$ cat src/rtl/picosoc_wb_master_if.sv
// Wishbone classic master-side signal bundle for the picorv32 bridge.
// Signal names keep the master's point of view (_o driven by master, _i by slave).
interface picosoc_wb_master_if;
    logic [31:0] wb_adr_o;
    logic [31:0] wb_dat_o;
    logic [31:0] wb_dat_i;
    logic [3:0]  wb_sel_o;
    logic        wb_we_o;
    logic        wb_cyc_o;
    logic        wb_stb_o;
    logic        wb_ack_i;
    logic        wb_err_i;

    modport master (
        output wb_adr_o, wb_dat_o, wb_sel_o, wb_we_o, wb_cyc_o, wb_stb_o,
        input  wb_dat_i, wb_ack_i, wb_err_i
    );

    modport slave (
        input  wb_adr_o, wb_dat_o, wb_sel_o, wb_we_o, wb_cyc_o, wb_stb_o,
        output wb_dat_i, wb_ack_i, wb_err_i
    );
endinterface

$ cat src/rtl/picosoc_wb_master.sv
// picorv32 valid/ready to Wishbone classic single-transfer bridge with an
// ack watchdog that returns ERR_DATA and raises a sticky bus error flag.
module picosoc_wb_master #(
    parameter int unsigned TIMEOUT_CYCLES = 256,
    parameter logic [31:0] ERR_DATA       = 32'hDEADBEEF
) (
    input  logic                       wb_clk_i,
    input  logic                       wb_rst_i,
    input  logic                       mem_valid,
    input  logic [31:0]                mem_addr,
    input  logic [31:0]                mem_wdata,
    input  logic [3:0]                 mem_wstrb,
    output logic                       mem_ready,
    output logic [31:0]                mem_rdata,
    picosoc_wb_master_if.master        wb,
    input  logic                       err_clr_i,
    output logic                       bus_err_o
);

    localparam int unsigned CntW = (TIMEOUT_CYCLES > 2) ? $clog2(TIMEOUT_CYCLES) : 1;
    localparam logic [CntW-1:0] CntMax = CntW'(TIMEOUT_CYCLES - 1);

    typedef enum logic [1:0] {StIdle, StBus, StResp} state_e;

    state_e          state_q, state_d;
    logic [CntW-1:0] cnt_q, cnt_d;
    logic [31:0]     adr_q, adr_d;
    logic [31:0]     dat_q, dat_d;
    logic [3:0]      sel_q, sel_d;
    logic            we_q, we_d;
    logic            cyc_q, cyc_d;
    logic            ready_q, ready_d;
    logic [31:0]     rdata_q, rdata_d;
    logic            bus_err_q, bus_err_d;

    always_comb begin
        state_d   = state_q;
        cnt_d     = cnt_q;
        adr_d     = adr_q;
        dat_d     = dat_q;
        sel_d     = sel_q;
        we_d      = we_q;
        cyc_d     = cyc_q;
        ready_d   = ready_q;
        rdata_d   = rdata_q;
        // A set later in this block overrides the clear.
        bus_err_d = err_clr_i ? 1'b0 : bus_err_q;

        unique case (state_q)
            StIdle: begin
                if (mem_valid) begin
                    adr_d   = mem_addr;
                    dat_d   = mem_wdata;
                    sel_d   = (mem_wstrb != 4'h0) ? mem_wstrb : 4'hF;
                    we_d    = (mem_wstrb != 4'h0);
                    cyc_d   = 1'b1;
                    cnt_d   = '0;
                    state_d = StBus;
                end
            end
            StBus: begin
                if (wb.wb_err_i || (!wb.wb_ack_i && cnt_q == CntMax)) begin
                    rdata_d   = ERR_DATA;
                    bus_err_d = 1'b1;
                    cyc_d     = 1'b0;
                    ready_d   = 1'b1;
                    state_d   = StResp;
                end else if (wb.wb_ack_i) begin
                    if (!we_q) begin
                        rdata_d = wb.wb_dat_i;
                    end
                    cyc_d   = 1'b0;
                    ready_d = 1'b1;
                    state_d = StResp;
                end else begin
                    cnt_d = cnt_q + CntW'(1);
                end
            end
            StResp: begin
                ready_d = 1'b0;
                state_d = StIdle;
            end
            default: begin
                state_d = StIdle;
                cyc_d   = 1'b0;
                ready_d = 1'b0;
            end
        endcase
    end

    always_ff @(posedge wb_clk_i or posedge wb_rst_i) begin
        if (wb_rst_i) begin
            state_q   <= StIdle;
            cnt_q     <= '0;
            adr_q     <= 32'h0;
            dat_q     <= 32'h0;
            sel_q     <= 4'h0;
            we_q      <= 1'b0;
            cyc_q     <= 1'b0;
            ready_q   <= 1'b0;
            rdata_q   <= 32'h0;
            bus_err_q <= 1'b0;
        end else begin
            state_q   <= state_d;
            cnt_q     <= cnt_d;
            adr_q     <= adr_d;
            dat_q     <= dat_d;
            sel_q     <= sel_d;
            we_q      <= we_d;
            cyc_q     <= cyc_d;
            ready_q   <= ready_d;
            rdata_q   <= rdata_d;
            bus_err_q <= bus_err_d;
        end
    end

    assign wb.wb_adr_o = adr_q;
    assign wb.wb_dat_o = dat_q;
    assign wb.wb_sel_o = sel_q;
    assign wb.wb_we_o  = we_q;
    assign wb.wb_cyc_o = cyc_q;
    assign wb.wb_stb_o = cyc_q;
    assign mem_ready   = ready_q;
    assign mem_rdata   = rdata_q;
    assign bus_err_o   = bus_err_q;

endmodule

$ cat src/flat_wrapper.sv
// flat-port wrapper written by rule: the top's interface ports become plain ports
module picosoc_wb_master_flat 
#(
    parameter int unsigned TIMEOUT_CYCLES = 256,
    parameter logic [31:0] ERR_DATA       = 32'hDEADBEEF
)
  (wb_clk_i, wb_rst_i, mem_valid, mem_addr, mem_wdata, mem_wstrb, mem_ready, mem_rdata, err_clr_i, bus_err_o, wb_wb_adr_o, wb_wb_dat_o, wb_wb_sel_o, wb_wb_we_o, wb_wb_cyc_o, wb_wb_stb_o, wb_wb_dat_i, wb_wb_ack_i, wb_wb_err_i);
  picosoc_wb_master_if wb_i ();
  input  logic wb_clk_i;
  input  logic wb_rst_i;
  input  logic mem_valid;
  input  logic [31:0] mem_addr;
  input  logic [31:0] mem_wdata;
  input  logic [3:0] mem_wstrb;
  output logic mem_ready;
  output logic [31:0] mem_rdata;
  input  logic err_clr_i;
  output logic bus_err_o;
  output wire logic [$bits(wb_i.wb_adr_o)-1:0] wb_wb_adr_o;
  output wire logic [$bits(wb_i.wb_dat_o)-1:0] wb_wb_dat_o;
  output wire logic [$bits(wb_i.wb_sel_o)-1:0] wb_wb_sel_o;
  output wire logic [$bits(wb_i.wb_we_o)-1:0] wb_wb_we_o;
  output wire logic [$bits(wb_i.wb_cyc_o)-1:0] wb_wb_cyc_o;
  output wire logic [$bits(wb_i.wb_stb_o)-1:0] wb_wb_stb_o;
  input wire logic [$bits(wb_i.wb_dat_i)-1:0] wb_wb_dat_i;
  input wire logic [$bits(wb_i.wb_ack_i)-1:0] wb_wb_ack_i;
  input wire logic [$bits(wb_i.wb_err_i)-1:0] wb_wb_err_i;
  assign wb_wb_adr_o = wb_i.wb_adr_o;
  assign wb_wb_dat_o = wb_i.wb_dat_o;
  assign wb_wb_sel_o = wb_i.wb_sel_o;
  assign wb_wb_we_o = wb_i.wb_we_o;
  assign wb_wb_cyc_o = wb_i.wb_cyc_o;
  assign wb_wb_stb_o = wb_i.wb_stb_o;
  assign wb_i.wb_dat_i = wb_wb_dat_i;
  assign wb_i.wb_ack_i = wb_wb_ack_i;
  assign wb_i.wb_err_i = wb_wb_err_i;
  picosoc_wb_master #(.TIMEOUT_CYCLES(TIMEOUT_CYCLES), .ERR_DATA(ERR_DATA)) u_core (.wb_clk_i(wb_clk_i), .wb_rst_i(wb_rst_i), .mem_valid(mem_valid), .mem_addr(mem_addr), .mem_wdata(mem_wdata), .mem_wstrb(mem_wstrb), .mem_ready(mem_ready), .mem_rdata(mem_rdata), .wb(wb_i), .err_clr_i(err_clr_i), .bus_err_o(bus_err_o));
endmodule
$ cat config.mk
export PLATFORM = sky130hd
export DESIGN_NAME = picosoc_wb_master_flat
export DESIGN_NICKNAME = d
export VERILOG_FILES = /design/src/rtl/picosoc_wb_master_if.sv /design/src/rtl/picosoc_wb_master.sv /design/src/flat_wrapper.sv
export SDC_FILE = /design/constraint.sdc
export NUM_CORES = 1
export LEC_CHECK = 0
export ABC_CLOCK_PERIOD_IN_PS = 4400
export BUFFER_PORTS_ARGS = -buffer_cell sky130_fd_sc_hd__buf_2
export CAP_MARGIN = 20
export CORE_MARGIN = 2
export CORE_UTILIZATION = 46
export CTS_CLUSTER_SIZE = 40
export DETAILED_ROUTE_END_ITERATION = 8
export MAX_ROUTING_LAYER = met4
export PLACE_DENSITY = 0.8
export SLEW_MARGIN = 40
export SYNTH_ARGS = -nofsm -noshare
export SYNTH_HDL_FRONTEND = slang
export SYNTH_SLANG_ARGS = --single-unit
$ cat constraint.sdc
create_clock -name wb_clk_i -period 4.4 [get_ports wb_clk_i]
set_clock_uncertainty 0.2 [all_clocks]
set_input_delay 0.66 -clock wb_clk_i [delete_from_list [all_inputs] [get_ports wb_clk_i]]
set_output_delay 0.66 -clock wb_clk_i [all_outputs]
set_load 0.05 [all_outputs]
**Yosys cells after proc, flatten, opt, wreduce, memory -nomap -nowiden**

Index checks and enable logic that the tools add are counted.

- $add $sub $neg: 1
- Eq/ne operators: 8
- Muxes and demuxes: 22
- Bitwise operators: 2
- Reduce and logical (&&, ||, !) cells: 13

Operator list:

| operator | number |
|---|---|
| 2-to-1 mux 32 bit | 3 |
| 2-to-1 mux 8 bit | 3 |
| one-hot mux 8 bit (2 select lines) | 1 |
| adder 8 x 1 -> 8 bit (second input constant) | 1 |
| == test 8 bit (second input constant) | 1 |
| 2-to-1 mux 1 bit | 8 |
| inequality test 2 bit (second input constant) | 4 |
| 2-to-1 mux 2 bit | 3 |
| AND reduction 2 bit | 3 |
| AND reduction 3 bit | 2 |
| 2-to-1 mux 4 bit | 1 |
| one-hot mux 2 bit (2 select lines) | 1 |
| AND reduction 4 bit | 1 |
| nonzero test 2 bit | 2 |
| nonzero test 4 bit | 1 |
| inequality test 3 x 2 -> 1 bit (second input constant) | 1 |
| one-hot mux 1 bit (3 select lines) | 1 |
| == test 2 x 1 -> 1 bit (second input constant) | 1 |
| == test 2 bit (second input constant) | 1 |
| logical NOT 2 bit | 1 |
| inverter 1 bit | 2 |
| one-hot mux 1 bit (2 select lines) | 1 |
| logical AND 1 bit | 1 |
| logical NOT 1 bit | 1 |
| logical OR 1 bit | 1 |

- Bits in registers: 114

**Depth between registers and ports, before layout**

Gate-level depths: netlist of the first run.

- Depth in word-level cells: 5
- Gate-level depth with buffers: 7

**Worst setup path after synthesis of the first run**

No wires, ideal clock.

- Path kind: register -> register
- Start: register u_core.we_q (netlist: u_core.wb.wb_we_o)
- End: register u_core.rdata_q[0] (netlist: u_core.mem_rdata[0])
- Library setup time: 0.122 ns
- Data arrival time: 1.600 ns
- Data required time: 4.078 ns
- Path slack: 2.478 ns
- Cell stages (with the launch flop): 6
- Buffers on the path: 2
- Period minus slack after synthesis: 1.922 ns
- Path through: dfrtp_1 nand2b_1 or3_1 clkbuf_1 buf_2 o22a_1

- Word-level cells in the longest chain between the ends: 2

Ends and longest elaborated chain:

| element | RTL line | RTL |
|---|---|---|
| from (decl) | picosoc_wb_master.sv:30 | `logic we_q, we_d;` |
| from (signal assigned) | picosoc_wb_master.sv:109 | `we_q <= we_d;` |
| inequality test 2 bit (no line) | n/a |  |
| AND reduction 3 bit (no line) | n/a |  |
| to (signal assigned) | picosoc_wb_master.sv:112 | `rdata_q <= rdata_d;` |
| to (decl) | picosoc_wb_master.sv:33 | `logic [31:0] rdata_q, rdata_d;` |

Every way passes these cells.
A chain may end at the register's enable or synchronous reset.

**Final worst setup path of the first run**

- Start: register u_core.state_q[0]
- End: register u_core.cnt_q[7]

- Word-level cells in the longest chain between the ends: 3
- Elaborated cells on any way between the ends: 8
- Classes of those cells: eq/ne (4); mux (1); reduce/logical (3)

Ends and longest elaborated chain:

| element | RTL line | RTL |
|---|---|---|
| from (decl) | picosoc_wb_master.sv:25 | `state_e state_q, state_d;` |
| from (signal assigned) | picosoc_wb_master.sv:93 | `state_q <= StIdle;` |
| from (signal assigned) | picosoc_wb_master.sv:104 | `state_q <= state_d;` |
| == test 2 x 1 -> 1 bit or logical NOT 2 bit (tied branches) | picosoc_wb_master.sv:49 | `unique case (state_q)` |
| inequality test 2 bit (no line) or nonzero test 2 bit (tied branches) | n/a |  |
| AND reduction 4 bit (no line) | n/a |  |
| to (signal assigned) | picosoc_wb_master.sv:105 | `cnt_q <= cnt_d;` |
| to (decl) | picosoc_wb_master.sv:26 | `logic [CntW-1:0] cnt_q, cnt_d;` |

Parallel ways exist; a longest one is shown, timed or not.

==> results of run 1 <==
[sequential cells by signal (all words and copies together) (netlist names)]
| signal | cells |
|---|---|
| u_core.cnt_q | 8 |
| u_core.wb.wb_cyc_o | 1 |
| u_core.wb.wb_we_o | 1 |
| u_core.state_q | 2 |
| u_core.bus_err_o | 1 |
| u_core.wb.wb_dat_o | 32 |
| u_core.wb.wb_adr_o | 32 |
| u_core.mem_rdata | 32 |
| u_core.wb.wb_sel_o | 4 |
| u_core.mem_ready | 1 |
[synthesized netlist by cell type]
cell	n	area share
a211o_1	2	0.0039
a21o_1	1	0.0017
a21oi_1	2	0.0022
a221o_2	1	0.0025
a22o_1	8	0.016
a311o_1	1	0.0022
and2_1	3	0.0042
and3_1	3	0.0042
and3_2	2	0.0034
buf_12	2	0.0090
buf_2	4	0.0045
buf_4	1	0.0017
buf_6	1	0.0025
clkbuf_1	15	0.013
dfrtp_1	114	0.64
ha_1	1	0.0028
inv_1	6	0.0050
nand2_1	205	0.17
nand2b_1	2	0.0028
nand3_1	6	0.0067
nand4_4	1	0.0048
nor2_1	5	0.0042
nor2_2	1	0.0014
nor2b_1	1	0.0014
nor3_1	8	0.0090
nor4_1	3	0.0042
o211a_1	1	0.0022
o211ai_2	1	0.0028
o21ai_0	11	0.012
o221ai_1	1	0.0020
o22a_1	20	0.039
o22a_2	4	0.0090
o22ai_1	1	0.0014
o311ai_2	1	0.0036
or2_2	1	0.0014
or3_1	1	0.0014
or4_1	1	0.0017
[per-layer routing]
metal	up-vias	global-route usage	share of wire
met5	-	-	0
met4	0	0.07897	0.012
met3	12	0.06373	0.082
met2	169	0.3922	0.51
met1	1883	0.2591	0.40
li1	1877	-	-
[through the flow]
stage / hold WS, ns / std cells / setup WS, ns / cell area, um2 / util
3_3_place_gp: 0.2518 / 762 / 2.132 / 5583 / 0.5985
4_1_cts: 0.1191 / 794 / 1.951 / 6160 / 0.6604
2_1_floorplan: 0.2385 / 442 / 0.5243 / 4469 / -
5_1_grt: 0.05190 / 794 / 2.066 / 6168 / 0.6613
6_report: 0.02041 / 794 / 2.162 / 6168 / 0.6613
3_5_place_dp: 0.2567 / 762 / 2.007 / 5583 / 0.5985
[layout make-up]
cell class / count / area, um2
clock inverter: 12 / 131.4
sequential: 114 / 2853
timing repair buffer: 214 / 1081
fill: 769 / 3159
tap: 129 / 161.4
inverter: 6 / 27.53
multi-input combinational: 299 / 1469
clock buffer: 20 / 445.4
[kinds of logic (layout without fill, tap and decap cells)]
logic type	count (synthesis)	after routing	share of synthesized area
simple gates	243	243	0.2228
flops	114	114	0.6383
compound gates	55	55	0.1008
buf+inv	29	252	0.03527
fa+ha+maj	1	1	0.002799
[worst min path at each step]
stage               cells past startpoint                               start                                 end  slack (ns)
floorplan                               1       u_core.state_q[1]$_DFFE_PP0P_        u_core.mem_ready$_DFFE_PP0P_        0.24
global placement                        2  u_core.wb.wb_dat_o[21]$_DFFE_PP0P_  u_core.wb.wb_dat_o[21]$_DFFE_PP0P_        0.25
detailed placement                      2   u_core.wb.wb_adr_o[3]$_DFFE_PP0P_   u_core.wb.wb_adr_o[3]$_DFFE_PP0P_        0.26
CTS                                     2                            wb_rst_i    u_core.mem_rdata[28]$_DFFE_PP0P_        0.12
global route                            2                            wb_rst_i    u_core.mem_rdata[28]$_DFFE_PP0P_        0.05
finish                                  2                            wb_rst_i  u_core.wb.wb_adr_o[14]$_DFFE_PP0P_        0.02
[power groups by stage]
| stage | combinational, mW | sequential, mW | clock, mW |
|---|---|---|---|
| 3_3_place_gp | 1.99 | 1.55 | 0 |
| 6_report | 2.02 | 1.56 | 1.31 |
| 2_1_floorplan | 0.416 | 2.67 | 0 |
| 5_1_grt | 2.14 | 1.60 | 1.39 |
| 4_1_cts | 2.03 | 1.56 | 1.33 |
| 3_5_place_dp | 2.03 | 1.57 | 0 |
==> impl_metrics.yaml, run 1 <==
floorplan:
  die_x_um: 102.6
  start_util: 0.4791
  design.core.area_um2: 9328
  rows: 35
  die_area_um2: 10520
  io_pins: 211
  die_h_um: 102.6
route:
  first_pass_iters: 5
  vias: 3941
  drt_wl_total_um: 11590
  drc: 0
  wl_per_cell_um: 14.60
  drt_iter0_drc: 91
  postRouteAntennaNets: 0
  vias_per_cell: 4.963
synth:
  syn_area_um2: 4469
  yosys_warnings: 0
  seq_area_frac_synth: 0.6383
  synth.distinct_cells: 37
  syn-num-nets: 549
  ys_ff_latch: 114
  avgSynthCellArea_um2: 10.11
  syn_inst: 442
placement:
  port_buffers: 210
  place.gp.congestion: 0.7942
  post-dp-hpwl_um: 8311
timing:
  min_period_ns: 2.238
  hold_violations: 0
  worstMarginPinSlew_ns: 0.8217
  fmax_mhz: 446.9
  setup_viol: 0
  rsz0062_at_grt: "no"
  report.final.slew_viol_count: 0
  finalSetupTns_ns: 0
  maxSlewHeadroom: 0.4522
  finalCritPeriodShare: 0.5086
cts:
  insertion_delay_ns: 0.49
  clockBufferDepth: 2
  clkSinkCount: 114
  hold_buffers: 0
  post-cts-setup-buffers: 0
  h-tree-depth: 4
  cts_made_buffers: 17
  post_cts_resized: 0
  cts_tree: "done"
  root_buffer: "clkbuf_8"
  path_clk_slew_ns: 0.06
setup_path:
  r2r_setup_slack_ns: 2.16
  setup.worst_path.end: "u_core.cnt_q[7]$_DFFE_PP0P_"
  r2r_cells: 4
  crit_fanout: 10
  slowest_stage: "or4_1"
  cp.depth: 4
  crit_type: "register to register"
  r2r-end: "u_core.cnt_q[7]$_DFFE_PP0P_"
  start_kind: "register"
  cpPeakStageDelay_ns: 0.55
  crit_buf_inv: 0
  required_ns: 4.61
  cp_top_family: "simple AND/OR/NAND/NOR gates"
  critPathCaptureType: "register"
  worst_ep_arrival_time_ns: 2.44
  setup.worst_path.start: "u_core.state_q[0]$_DFFE_PP0P_"
  crit_chain: "nor2b_1, o211ai_2, or4_1, o221ai_1"
  timing.rr.start: "u_core.state_q[0]$_DFFE_PP0P_"
pwr:
  pwr-share-seq: 0.319
  p_int_mw: 2.633
  pwr-share-comb: 0.413
  switching_share: 0.4609
  power_mw: 4.883
  vdd_ir_drop_max_v: 0.0004354
  p_per_area_nw_per_um2: 791.7
  pwr-share-clk: 0.268
  p_sw_mw: 2.251
  leakage_nw: 3.340
min_path:
  holdCritPathClass: "input pin to async pin"
global_route:
  grt_max_degree: 65
  grt_pass1_wl_um: 18040
  grt_pass1_vias: 3972
  antenna_found_initial: 0
  gr-usage-all-layers: 0.2292
  grt_overflow: 0
job:
  drv_cap: 0
finish:
  diodes: 0
  final_common_cell: "buf_2"
  final_cell_mix: "buf_2 (210), nand2_1 (204), dfrtp_1 (114), o22a_1 (20), clkbuf_16 (16)"
  area_growth_pct: 38.02
  drive_gt1_frac: 0.3940
  nets: 759
run_status:
  outcome: "complete, no violations"
Note: power is estimated with default switching activity, not from simulation.
==> inputs of run 2 (changes only) <==
--- a/config.mk
+++ b/config.mk
@@ -5,7 +5,7 @@
 export SDC_FILE = /design/constraint.sdc
 export NUM_CORES = 1
 export LEC_CHECK = 0
-export ABC_CLOCK_PERIOD_IN_PS = 4400
+export ABC_CLOCK_PERIOD_IN_PS = 2180
 export BUFFER_PORTS_ARGS = -buffer_cell sky130_fd_sc_hd__buf_2
 export CAP_MARGIN = 20
 export CORE_MARGIN = 2
==> constraint.sdc (replaced) <==
create_clock -name wb_clk_i -period 2.18 [get_ports wb_clk_i]
set_clock_uncertainty 0.2 [all_clocks]
set_input_delay 0.327 -clock wb_clk_i [delete_from_list [all_inputs] [get_ports wb_clk_i]]
set_output_delay 0.327 -clock wb_clk_i [all_outputs]
set_load 0.05 [all_outputs]
==> run 2 against run 1 <==
Die area stayed put. Critical path type unchanged. Non-clock buffer count rose by 109. Total power rose by 110%. Global-route usage is 4.7 points higher. Largest cell class unchanged. Design area rose by 18%. Clock-buffer cell count unchanged. Maximum frequency is 9.6% higher. Worst hold slack improved by 0.10 ns. Sequential power increased by 100%. Via count up 13%.
==> impl_metrics.yaml, run 2 (same netlist as run 1, synthesis figures left out) <==
run_status:
  outcome: "complete, no violations"
setup_path:
  r2r_cells: 3
  required_ns: 2.36
  worst_ep_arrival_time_ns: 2.22
  crit_buf_inv: 0
  crit_type: "register to register"
  start_kind: "register"
  cpPeakStageDelay_ns: 0.72
  slowest_stage: "or3_1"
  crit_chain: "nand2b_1, or3_1, o22a_2"
  r2r_setup_slack_ns: 0.14
  critPathCaptureType: "register"
  cp.depth: 3
  crit_fanout: 24
  cp_top_family: "simple AND/OR/NAND/NOR gates"
timing:
  worstMarginPinSlew_ns: 0.8241
  rsz0062_at_grt: "no"
  min_period_ns: 2.042
  hold_violations: 0
  report.final.slew_viol_count: 0
  finalSetupTns_ns: 0
  maxSlewHeadroom: 0.4506
  hold_ws_ns: 0.1209
  finalCritPeriodShare: 0.9368
  setup_viol: 0
  fmax_mhz: 489.7
finish:
  stdcell_count: 901
  fillers: 596
  diodes: 0
  nets: 868
  drive_gt1_frac: 0.3433
  final_area_um2: 7271
  final_cell_mix: "buf_2 (210), nand2_1 (204), dfrtp_1 (114), dlygate4sd3_1 (103), o22a_1 (20)"
  seq_area_um2: 2853
  multi_input_area_um2: 1468
  final_common_cell: "buf_2"
  area_growth_pct: 62.68
cts:
  post-cts-setup-buffers: 0
  h-tree-depth: 4
  root_buffer: "clkbuf_8"
  clkSinkCount: 114
  path_clk_slew_ns: 0.05
  clockBufferDepth: 2
  cts_made_buffers: 17
  insertion_delay_ns: 0.49
  cts_tree: "done"
floorplan:
  io_pins: 211
  start_util: 0.4791
  design.core.area_um2: 9328
  rows: 35
  die_area_um2: 10520
  die_h_um: 102.6
  die_x_um: 102.6
placement:
  port_buffers: 210
  place.gp.congestion: 0.8595
  place_inst: 768
  place_area_um2: 5654
  post-dp-hpwl_um: 8077
global_route:
  gr-usage-all-layers: 0.2766
  grt_pass1_wl_um: 21580
  grt_overflow: 0
  antenna_found_initial: 0
  grt_max_degree: 71
  grt_pass1_vias: 4622
pwr:
  vdd_ir_drop_max_v: 0.0008433
  leakage_nw: 3.806
  p_per_area_nw_per_um2: 1400
route:
  vias_per_cell: 4.940
  drt_wl_total_um: 14260
  postRouteAntennaNets: 0
  wl_per_cell_um: 15.82
  wl_met2_um: 7401
  highest_layer: "met4"
  m1WireLength_um: 5634
  drt_iter0_drc: 197
  vias: 4451
  met3WireLength_um: 904
  drc: 0
  first_pass_iters: 4
min_path:
  hold_depth: 4
  holdCritPathClass: "input pin to register"
job:
  drv_cap: 0
## run 2: changes by cell type in the layout (fill, tap and decap cells not counted), sizes merged
cell | previous run | this run
dlygate4sd3 | 0 | 103
buf | 214 | 220
inv | 8 | 5
bufinv | 2 | 3
clkinv | 4 | 3
clkinvlp | 4 | 5
## run 2: path summary, 6_finish.rpt
| path | from | to |
|---|---|---|
| worst max-delay path | u_core.state_q[1]$_DFFE_PP0P_ | u_core.mem_rdata[19]$_DFFE_PP0P_ |
| worst min-delay path | mem_valid | u_core.state_q[0]$_DFFE_PP0P_ |
| worst max register to register | u_core.state_q[1]$_DFFE_PP0P_ | u_core.mem_rdata[19]$_DFFE_PP0P_ |
| worst min register to register | u_core.wb.wb_dat_o[4]$_DFFE_PP0P_ | u_core.wb.wb_dat_o[4]$_DFFE_PP0P_ |
| max in group asynchronous | wb_rst_i | u_core.wb.wb_dat_o[9]$_DFFE_PP0P_ |
| min in group asynchronous | wb_rst_i | u_core.mem_rdata[26]$_DFFE_PP0P_ |
## run 2: layout make-up
class,instances,share of cell area
timing repair buffer,323,0.3001
clock buffer,20,0.06126
tap,129,0.02220
inverter,6,0.003614
sequential,114,0.3924
clock inverter,10,0.01859
multi-input combinational,299,0.2019
## run 2: worst reg2reg max path, stage by stage, from the launching register on
cell and delay, ns:
dfrtp_1 0.40, nand2b_1 0.23, or3_1 0.72, o22a_2 0.37
## run 2: per-layer routing
layer	GRT usage	vias to the layer above
met2	0.4892	196
li1	-	2093
met5	-	-
met3	0.06576	28
met1	0.3005	2134
met4	0.1077	0
## run 2: metrics by stage
step	util	setup WS [ns]	total power [mW]
floorplan	-	0.2577	6.237
global placement	0.6062	0.2342	7.190
detailed placement	0.6062	0.1680	7.279
CTS	0.7789	0.09832	10.15
global route	0.7795	0.06096	10.61
finish	0.7795	0.1377	10.18
## run 2: timing repair
item                       4_1_cts  5_1_grt
hold buffers                   103        0
setup endpoints to repair        0        1
hold endpoints to repair       216        0
gates resized for setup          0        1
## run 2: power breakdown
group | switching (mW) | internal [mW]
sequential | 0.380 | 2.77
clock | 0.909 | 1.78
combinational | 3.33 | 1.01
total | 4.61 | 5.57
==> inputs of run 3 (changes only) <==
--- a/config.mk
+++ b/config.mk
@@ -5,6 +5,7 @@
 export SDC_FILE = /design/constraint.sdc
 export NUM_CORES = 1
 export LEC_CHECK = 0
+export ABC_AREA = 0
 export ABC_CLOCK_PERIOD_IN_PS = 2180
 export BUFFER_PORTS_ARGS = -buffer_cell sky130_fd_sc_hd__buf_2
 export CAP_MARGIN = 20
@@ -13,7 +14,7 @@
 export CTS_CLUSTER_SIZE = 40
 export DETAILED_ROUTE_END_ITERATION = 8
 export MAX_ROUTING_LAYER = met4
-export PLACE_DENSITY = 0.8
+export PLACE_DENSITY_LB_ADDON = 0.25
 export SLEW_MARGIN = 40
 export SYNTH_ARGS = -nofsm -noshare
 export SYNTH_HDL_FRONTEND = slang
==> run 3 against run 2 <==
Die area did not move. Core utilization grew 0.56 points. Maximum frequency is 2.7% higher. First-iteration DRC count shrank 1.0%. Largest cell class unchanged. Register-to-register slack better by 0.05 ns. Via count up 2.5%. Clock-buffer cell count fell by 2. Combinational power about the same.
==> impl_metrics.yaml, run 3 (same netlist as run 1, synthesis figures left out) <==
min_path:
  holdCritPathClass: "input pin to register"
  hold_end: "u_core.cnt_q[5]$_DFFE_PP0P_"
  hold_depth: 4
  hold_start: "mem_valid"
setup_path:
  r2r-end: "u_core.mem_rdata[15]$_DFFE_PP0P_"
  crit_fanout: 24
  cpPeakStageDelay_ns: 0.73
  critPathCaptureType: "register"
  r2r_cells: 3
  r2r_setup_slack_ns: 0.19
  start_kind: "register"
  required_ns: 2.37
  crit_chain: "nand2b_1, or3_2, o22a_2"
  crit_type: "register to register"
  worst_ep_arrival_time_ns: 2.18
  timing.rr.start: "u_core.state_q[1]$_DFFE_PP0P_"
  slowest_stage: "or3_2"
timing:
  min_period_ns: 1.989
  report.final.slew_viol_count: 0
  setup_viol: 0
  finalSetupTns_ns: 0
  hold_violations: 0
  fmax_mhz: 502.7
  finalCritPeriodShare: 0.9124
  hold_ws_ns: 0.1219
  maxSlewHeadroom: 0.5867
  rsz0062_at_grt: "no"
  worstMarginPinSlew_ns: 0.6199
  timing.final.ws_setup_ns: 0.1909
placement:
  preCtsSetupSlack_ns: 0.1564
  place_area_um2: 5652
  place.gp.congestion: 0.8546
  post-dp-hpwl_um: 7988
  port_buffers: 210
finish:
  final_common_cell: "buf_2"
  area_growth_pct: 63.86
  drive_gt1_frac: 0.3472
  fillers: 545
  final_area_um2: 7323
  nets: 866
  final_cell_mix: "buf_2 (210), nand2_1 (204), dfrtp_1 (114), dlygate4sd3_1 (103), o22a_1 (20)"
  multi_input_area_um2: 1471
  diodes: 0
  seq_area_um2: 2853
route:
  drt_wl_total_um: 14760
  met3WireLength_um: 1225
  vias_per_cell: 5.063
  highest_layer: "met4"
  vias: 4562
  m1WireLength_um: 5706
  postRouteAntennaNets: 0
  wl_met2_um: 7312
  first_pass_iters: 5
  wl_per_cell_um: 16.38
  drc: 0
  drt_iter0_drc: 195
cts:
  root_buffer: "clkbuf_8"
  post-cts-setup-buffers: 0
  clockBufferDepth: 2
  clkSinkCount: 114
  path_clk_slew_ns: 0.06
  h-tree-depth: 4
  cts_tree: "done"
  cts_made_buffers: 17
  insertion_delay_ns: 0.50
global_route:
  grt_max_degree: 115
  grt_overflow: 0
  grt_pass1_vias: 4861
  gr-usage-all-layers: 0.2972
  grt_pass1_wl_um: 23130
  antenna_found_initial: 0
floorplan:
  io_pins: 211
  start_util: 0.4791
  die_h_um: 102.6
  rows: 35
  design.core.area_um2: 9328
  die_area_um2: 10520
  die_x_um: 102.6
run_status:
  outcome: "complete, no violations"
pwr:
  p_per_area_nw_per_um2: 1427
  vdd_ir_drop_max_v: 0.0008984
  power_mw: 10.45
  leakage_nw: 3.821
job:
  drv_cap: 0
==> run 3: per-stage QoR <==
step,util,instances
4_1_cts,0.7842,901
3_5_place_dp,0.6059,766
2_1_floorplan,-,442
6_report,0.7851,901
5_1_grt,0.7851,901
3_3_place_gp,0.6059,766
==> run 3: final cells by class <==
type / instances / share of cell area
clock inverter: 14 / 0.02785
multi-input combinational: 299 / 0.2009
inverter: 6 / 0.003588
timing repair buffer: 321 / 0.2976
tap: 129 / 0.02204
sequential: 114 / 0.3895
clock buffer: 18 / 0.05843
==> run 3: what timing repair did <==
item | 4_1_cts | 5_1_grt
gates resized for setup | 0 | 2
hold buffers | 103 | 0
setup endpoints to repair | 0 | 4
hold endpoints to repair | 216 | 0
==> run 3: worst max path at each step <==
stage | startpoint | endpoint | slack [ns] | depth (start not counted)
6_report | u_core.state_q[1]$_DFFE_PP0P_ | u_core.mem_rdata[15]$_DFFE_PP0P_ | 0.19 | 3
5_1_grt | u_core.cnt_q[0]$_DFFE_PP0P_ | u_core.bus_err_o$_DFF_PP0_ | 0.07 | 6
4_1_cts | u_core.cnt_q[0]$_DFFE_PP0P_ | u_core.bus_err_o$_DFF_PP0_ | 0.08 | 6
3_5_place_dp | u_core.cnt_q[0]$_DFFE_PP0P_ | u_core.cnt_q[7]$_DFFE_PP0P_ | 0.16 | 5
3_3_place_gp | u_core.cnt_q[0]$_DFFE_PP0P_ | u_core.cnt_q[7]$_DFFE_PP0P_ | 0.24 | 5
2_1_floorplan | u_core.wb.wb_we_o$_DFFE_PP0P_ | u_core.mem_rdata[0]$_DFFE_PP0P_ | 0.26 | 5
==> run 3: metal layers <==
metal	global-route usage	vias to the layer above
met2	0.4962	256
met5	-	-
li1	-	2095
met1	0.3286	2160
met4	0.1477	0
met3	0.08068	51
==> run 3: power by group <==
group | internal, mW | total (mW) | switching, mW
sequential | 2.77 | 3.17 | 0.395
clock | 1.90 | 2.92 | 1.02
combinational | 1.02 | 4.36 | 3.34
==> run 3: critical path: cells and delay by family, from the launching register on <==
kind	cells	cell delay [ns]
flip-flops	1	0.40
AO/OA/AOI/OAI	1	0.32
AND/OR/NAND/NOR	2	0.96
